`src/rtl/timer_countdown_core_pkg.sv`:
```
// Shared encodings, field widths and the preset payload for the countdown timer.
package timer_pkg;

  localparam int unsigned MS_W    = 10;
  localparam int unsigned SEC_W   = 6;
  localparam int unsigned MIN_W   = 6;
  localparam int unsigned HR_W    = 5;
  localparam int unsigned STATE_W = 3;
  localparam int unsigned SEL_W   = 2;

  localparam int unsigned SEC_MAX = 59;
  localparam int unsigned MIN_MAX = 59;

  typedef logic [STATE_W-1:0] state_t;

  localparam state_t ST_INIT   = 3'd0;
  localparam state_t ST_FINISH = 3'd1;
  localparam state_t ST_PAUSE  = 3'd2;
  localparam state_t ST_RUN    = 3'd3;
  localparam state_t ST_SET    = 3'd4;

  typedef logic [SEL_W-1:0] sel_t;

  localparam sel_t SEL_SEC = 2'd0;
  localparam sel_t SEL_MIN = 2'd1;
  localparam sel_t SEL_HR  = 2'd2;

  typedef struct packed {
    logic [HR_W-1:0]  hr;
    logic [MIN_W-1:0] min;
    logic [SEC_W-1:0] sec;
  } preset_t;

endpackage

```
`src/rtl/timer_countdown_core_mod_counter.sv`:
```
// Wrapping 0..MAX field counter with load, edit up/down and a borrow chain link.
module timer_mod_counter #(
  parameter int unsigned W   = 6,
  parameter int unsigned MAX = 59
) (
  input  logic         i_clk,
  input  logic         i_rstn,
  input  logic         i_load,
  input  logic [W-1:0] i_load_val,
  input  logic         i_up,
  input  logic         i_down,
  input  logic         i_bin,
  output logic [W-1:0] o_val,
  output logic         o_bout_c
);

  logic [W-1:0] r_val;
  logic         w_dec;
  logic         w_inc;
  logic         w_at_zero;
  logic         w_at_max;

  // A borrow-in always decrements; edit up/down pressed together cancel.
  assign w_dec     = i_bin | (i_down & ~i_up);
  assign w_inc     = i_up & ~i_down & ~i_bin;
  assign w_at_zero = (r_val == '0);
  assign w_at_max  = (r_val == W'(MAX));

  // Only chain decrements propagate a borrow; edit wraps stay local to the field.
  assign o_bout_c  = i_bin & w_at_zero;

  // Field value register: load beats decrement beats increment.
  always_ff @(posedge i_clk or negedge i_rstn) begin
    if (!i_rstn) begin
      r_val <= '0;
    end else if (i_load) begin
      r_val <= i_load_val;
    end else if (w_dec) begin
      r_val <= w_at_zero ? W'(MAX) : r_val - W'(1);
    end else if (w_inc) begin
      r_val <= w_at_max ? '0 : r_val + W'(1);
    end
  end

  assign o_val = r_val;

endmodule

```
`src/rtl/timer_countdown_core.sv`:
```
// Countdown timer: button-driven preset editing, ms-tick countdown, alarm / auto-reload.
module timer_countdown_core
  import timer_pkg::*;
#(
  parameter int unsigned MS_PER_SEC = 1000,
  parameter int unsigned HR_MAX     = 23,
  parameter int unsigned ALARM_MS   = 3000
) (
  input  logic               i_clk,
  input  logic               i_rstn,
  input  logic               i_ms_pulse,
  input  logic               i_set,
  input  logic               i_up,
  input  logic               i_down,
  input  logic               i_left,
  input  logic               i_right,
  input  logic               i_repeat,
  output logic [MS_W-1:0]    o_ms,
  output logic [SEC_W-1:0]   o_sec,
  output logic [MIN_W-1:0]   o_min,
  output logic [HR_W-1:0]    o_hr,
  output logic [STATE_W-1:0] o_state,
  output logic [SEL_W-1:0]   o_sel,
  output logic               o_finish_pulse,
  output logic               o_alarm
);

  localparam int unsigned ACNT_W = (ALARM_MS > 1) ? $clog2(ALARM_MS + 1) : 1;

  if ((MS_PER_SEC == 0) || (MS_PER_SEC > (1 << MS_W))) begin : g_bad_ms_per_sec
    $error("timer_countdown_core: MS_PER_SEC must be in 1..1024");
  end
  if (HR_MAX > ((1 << HR_W) - 1)) begin : g_bad_hr_max
    $error("timer_countdown_core: HR_MAX does not fit the hour field");
  end

  state_t              r_state;
  state_t              w_state_nxt;
  sel_t                r_sel;
  sel_t                w_sel_nxt;
  preset_t             r_preset;
  logic                r_finish_pulse;
  logic                r_reload;
  logic                r_alarm;
  logic [ACNT_W-1:0]   r_alarm_cnt;

  logic [MS_W-1:0]     w_ms;
  logic [SEC_W-1:0]    w_sec;
  logic [MIN_W-1:0]    w_min;
  logic [HR_W-1:0]     w_hr;
  logic                w_ms_bout;
  logic                w_sec_bout;
  logic                w_min_bout;
  logic                w_hr_bout_unused;

  logic                w_rlud;
  logic                w_all_zero;
  logic                w_tick_dec;
  logic                w_last;
  logic                w_load_preset;
  logic                w_ms_clr;
  logic                w_edit_up;
  logic                w_edit_down;
  logic                w_preset_we;
  logic                w_alarm_clr;

  assign w_rlud     = i_up | i_down | i_left | i_right;
  assign w_all_zero = (w_sec == '0) && (w_min == '0) && (w_hr == '0);

  // A tick counts only in RUN and is dropped when i_set wins the same cycle.
  assign w_tick_dec = (r_state == ST_RUN) & i_ms_pulse & ~i_set;
  assign w_last     = w_tick_dec & (w_ms == MS_W'(1)) & w_all_zero;

  // State register.
  always_ff @(posedge i_clk or negedge i_rstn) begin
    if (!i_rstn) begin
      r_state <= ST_INIT;
    end else begin
      r_state <= w_state_nxt;
    end
  end

  // Next-state logic; i_set is always the highest-priority event.
  always_comb begin
    w_state_nxt = r_state;
    case (r_state)
      ST_INIT: begin
        if (i_set) w_state_nxt = ST_SET;
      end
      ST_SET: begin
        if (i_set) w_state_nxt = w_all_zero ? ST_INIT : ST_PAUSE;
      end
      ST_PAUSE: begin
        if (i_set)       w_state_nxt = ST_SET;
        else if (w_rlud) w_state_nxt = ST_RUN;
      end
      ST_RUN: begin
        if (i_set)       w_state_nxt = ST_SET;
        else if (w_last) w_state_nxt = ST_FINISH;
        else if (w_rlud) w_state_nxt = ST_PAUSE;
      end
      ST_FINISH: begin
        if (i_set)         w_state_nxt = ST_SET;
        else if (w_rlud)   w_state_nxt = ST_INIT;
        else if (r_reload) w_state_nxt = ST_RUN;
      end
      default: w_state_nxt = ST_INIT;
    endcase
  end

  // Datapath controls decoded from the current state and buttons.
  always_comb begin
    w_load_preset = 1'b0;
    w_ms_clr      = 1'b0;
    w_edit_up     = 1'b0;
    w_edit_down   = 1'b0;
    w_preset_we   = 1'b0;
    w_alarm_clr   = 1'b0;
    w_sel_nxt     = r_sel;
    case (r_state)
      ST_INIT: begin
        w_load_preset = i_set;
      end
      ST_SET: begin
        if (i_set) begin
          w_ms_clr    = 1'b1;
          w_preset_we = ~w_all_zero;
        end else begin
          w_edit_up   = i_up & ~i_down;
          w_edit_down = i_down & ~i_up;
          if (i_right & ~i_left) begin
            w_sel_nxt = (r_sel == SEL_HR) ? SEL_SEC : r_sel + 2'd1;
          end else if (i_left & ~i_right) begin
            w_sel_nxt = (r_sel == SEL_SEC) ? SEL_HR : r_sel - 2'd1;
          end
        end
      end
      ST_FINISH: begin
        w_alarm_clr   = i_set | w_rlud;
        w_load_preset = i_set | (~w_rlud & r_reload);
      end
      default: ;
    endcase
    if (i_set) w_sel_nxt = SEL_SEC;
  end

  timer_mod_counter #(.W(MS_W), .MAX(MS_PER_SEC - 1)) u_ms (
    .i_clk      (i_clk),
    .i_rstn     (i_rstn),
    .i_load     (w_load_preset | w_ms_clr),
    .i_load_val ('0),
    .i_up       (1'b0),
    .i_down     (1'b0),
    .i_bin      (w_tick_dec),
    .o_val      (w_ms),
    .o_bout_c   (w_ms_bout)
  );

  timer_mod_counter #(.W(SEC_W), .MAX(SEC_MAX)) u_sec (
    .i_clk      (i_clk),
    .i_rstn     (i_rstn),
    .i_load     (w_load_preset),
    .i_load_val (r_preset.sec),
    .i_up       (w_edit_up & (r_sel == SEL_SEC)),
    .i_down     (w_edit_down & (r_sel == SEL_SEC)),
    .i_bin      (w_ms_bout),
    .o_val      (w_sec),
    .o_bout_c   (w_sec_bout)
  );

  timer_mod_counter #(.W(MIN_W), .MAX(MIN_MAX)) u_min (
    .i_clk      (i_clk),
    .i_rstn     (i_rstn),
    .i_load     (w_load_preset),
    .i_load_val (r_preset.min),
    .i_up       (w_edit_up & (r_sel == SEL_MIN)),
    .i_down     (w_edit_down & (r_sel == SEL_MIN)),
    .i_bin      (w_sec_bout),
    .o_val      (w_min),
    .o_bout_c   (w_min_bout)
  );

  timer_mod_counter #(.W(HR_W), .MAX(HR_MAX)) u_hr (
    .i_clk      (i_clk),
    .i_rstn     (i_rstn),
    .i_load     (w_load_preset),
    .i_load_val (r_preset.hr),
    .i_up       (w_edit_up & (r_sel == SEL_HR)),
    .i_down     (w_edit_down & (r_sel == SEL_HR)),
    .i_bin      (w_min_bout),
    .o_val      (w_hr),
    .o_bout_c   (w_hr_bout_unused)
  );

  // Field selector, preset capture, finish strobe and one-shot reload flag.
  always_ff @(posedge i_clk or negedge i_rstn) begin
    if (!i_rstn) begin
      r_sel          <= SEL_SEC;
      r_preset       <= '0;
      r_finish_pulse <= 1'b0;
      r_reload       <= 1'b0;
    end else begin
      r_sel          <= w_sel_nxt;
      if (w_preset_we) r_preset <= {w_hr, w_min, w_sec};
      r_finish_pulse <= w_last;
      r_reload       <= w_last & i_repeat;
    end
  end

  // Alarm level: armed at finish unless repeating, timed out in ticks (0 = hold until ack).
  always_ff @(posedge i_clk or negedge i_rstn) begin
    if (!i_rstn) begin
      r_alarm     <= 1'b0;
      r_alarm_cnt <= '0;
    end else if (w_last && !i_repeat) begin
      r_alarm     <= 1'b1;
      r_alarm_cnt <= ACNT_W'(ALARM_MS);
    end else if (w_alarm_clr) begin
      r_alarm     <= 1'b0;
    end else if (r_alarm && i_ms_pulse && (ALARM_MS != 0)) begin
      r_alarm_cnt <= r_alarm_cnt - ACNT_W'(1);
      if (r_alarm_cnt == ACNT_W'(1)) r_alarm <= 1'b0;
    end
  end

  assign o_ms           = w_ms;
  assign o_sec          = w_sec;
  assign o_min          = w_min;
  assign o_hr           = w_hr;
  assign o_state        = r_state;
  assign o_sel          = r_sel;
  assign o_finish_pulse = r_finish_pulse;
  assign o_alarm        = r_alarm;

endmodule

```
`config.mk`:
```
export PLATFORM = sky130hd
export DESIGN_NAME = timer_countdown_core
export DESIGN_NICKNAME = d
export VERILOG_FILES = /design/src/rtl/timer_countdown_core_pkg.sv /design/src/rtl/timer_countdown_core_mod_counter.sv /design/src/rtl/timer_countdown_core.sv
export SDC_FILE = /design/constraint.sdc
export NUM_CORES = 1
export LEC_CHECK = 0
export ABC_AREA = 1
export ABC_CLOCK_PERIOD_IN_PS = 3300
export CORE_MARGIN = 4
export CORE_UTILIZATION = 35
export DETAILED_ROUTE_END_ITERATION = 10
export PLACE_DENSITY = 0.62
export SYNTH_ARGS = -nofsm -noshare
export SYNTH_HDL_FRONTEND = slang
export SYNTH_HIERARCHICAL = 1
export SYNTH_SLANG_ARGS = --single-unit
```
`constraint.sdc`:
```
create_clock -name i_clk -period 3.3 [get_ports i_clk]
set_input_delay 0.495 -clock i_clk [delete_from_list [all_inputs] [get_ports i_clk]]
set_output_delay 0.495 -clock i_clk [all_outputs]
set_load 0.005 [all_outputs]
```
==> flow_summary_export.csv <==
group,metric,value,unit
floorplan,design.core.area,0.0145,mm2
global_route,grt_pass1_vias,4513,
place,gp_congestion,0.918,
global_route,grt_pass1_wl,22000,um
floorplan,rows,44,
pwr,p_leak,2.99,nW
place,dpl-instance-area,0.00583,mm2
setup_path,path_common_cell,"inv_1",
setup_path,cp_max_fo,8,
outcome,outcome,"complete, no violations",
place,dpl.hpwl,9430,um
layout,antenna_cells,0,
layout,design_area,0.00618,mm2
floorplan,start_util,0.357,
synthesis,synth_warnings,6,
sta,min_period_over_period,0.812,
clock_network,clock-sinks,64,
pwr,power_density,838,mW/mm2
synthesis,netlist_instances,763,
setup_path,crit_required,3510,ps
global_route,grt_usage,0.159,
clock_network,cts_setup_buffers,0,
place,io_buffers,42,
route,ant_nets,0,
sta,worstMarginPinSlew,777,ps
sta,rsz0062_at_grt,"false",
place,placed_cells,993,
worst_hold_path,min_path_type,"in2async",
route,wl,12600,um
clock_network,clk_pin_slew,60,ps
sta,finalClockSkew,6.97,ps
clock_network,cts.path.max_buffers,2,
clock_network,clock_latency,330,ps
sta,fin_crit,2680,ps
synthesis,syn_area,0.00519,mm2
clock_network,cts.root.buffer_cell,"clkbuf_16",
clock_network,cts_hold_buffers,0,
global_route,grt_max_degree,35,
layout,layoutNonFillerInstCount,1009,
setup_path,crit_path_top_delay_cell,"dfrtp_1",
clock_network,cts_inserted_buffers,9,
flow_run,max_cap_violations,0,
setup_path,r2r_cells,17,
pwr,vdd_drop_max,0.443,mV
clock_network,htreeDepth,3,
setup_path,crit_arrival,2890,ps
layout,drive_gt1_frac,0.133,
floorplan,ios,43,
sta,setup_tns,0,ps
floorplan,die-height,130,um
global_route,grt_overflow,0,
sta,whs,240,ps
route,viasPerCell,4.79,
layout,most-common-layout-cells,"nand2_1, nor2_1, inv_1",
layout,area_delta_synth_final,19.1,%
route,drtIter0Drc,258,
synthesis,synthesis.area_per_instance,6.81,um2
layout,finalNetCount,846,
setup_path,crit_type,"reg2reg",
sta,finalSetupViolCount,0,
route,num_vias,4829,
sta,fmax,373,MHz
global_route,antenna_found_initial,0,
route,drc_errors,0,
setup_path,crit_chain,"inv_1 > ha_1 > nand2_1 > nor2_2 > nand3_1 > nor2_1 > inv_1 > nor2_1 > inv_1 > nor2_1 > inv_1 > o21ai_2 > nand2_1 > inv_1 > nand2_1 > nand3_1 > nand3_1",
route,wl_per_cell,12.5,um
setup_path,worstSetupEndpointType,"flop",
clock_network,cts_resized,0,
sta,report.final.hold_viol_count,0,
sta,worst_slack,622,ps
sta,relSlewSlack,0.482,
clock_network,cts_tree,"built",
place,place_ws,516,ps
sta,slew_violations,0,
setup_path,startpoint_type,"flop",
route,first_pass_iters,5,
layout,final_common_cell,"nand2_1",
floorplan,die-area,0.0169,mm2
floorplan,die_x,130,um
setup_path,cpPeakStageDelay,470,ps
flip-flops by register name, summed over array words and instances, names as in the netlist:
register        cells
r_preset           17
r_alarm_cnt        12
u_ms/o_val         10
u_min/o_val         6
u_sec/o_val         6
u_hr/o_val          5
o_state             3
o_sel               2
o_alarm             1
o_finish_pulse      1
r_reload            1
path summary, 6_finish.rpt:
check | from | slack, ps | end
worst max register to register | u_ms/o_val[0] | 620 | u_hr/o_val[4]
min in group i_clk | r_preset[13] | 500 | u_hr/o_val[1]
worst max-delay path | u_ms/o_val[0] | 620 | u_hr/o_val[4]
worst min-delay path | i_rstn | 240 | u_sec/o_val[4]
max in group asynchronous | i_rstn | 2410 | r_alarm_cnt[11]
worst min register to register | r_preset[13] | 500 | u_hr/o_val[1]
critical path, delay by kind of cell, from the launching register on:
| kind | cells | cell delay (ps) |
|---|---|---|
| adders and majority gates | 1 | 220 |
| buffers and inverters | 5 | 530 |
| AOI/OAI and AO/OA | 1 | 110 |
| and+or+nand+nor | 10 | 1210 |
| DFF | 1 | 470 |
stage by stage:
stage / util / total power [mW]
after global placement: 0.401 / 4.08
after global routing: 0.425 / 5.66
final: 0.425 / 5.18
after floorplan: - / 3.26
after CTS: 0.425 / 5.24
after detailed placement: 0.401 / 4.08
metal layers:
layer  global-route usage  routed length, um
met5                    0                  0
met4               0.0379                156
met3               0.0352                500
met2                0.261               5920
met1                0.214               6010
cell type report:
type                       instances  area (um2)
multi-input combinational        591        3130
tap                              184         230
fill                            1505        8350
clock buffer                      11         253
inverter                         109         414
clock inverter                     5         103
timing repair buffer              45         450
sequential                        64        1600
where the power goes:
group / switching (mW) / internal (mW) / total [mW]
Clock: 0.346 / 0.777 / 1.12
Combinational: 1.43 / 1.08 / 2.51
Sequential: 0.501 / 1.05 / 1.55
Total: 2.28 / 2.90 / 5.18
Power figures use the tool's default switching activity.
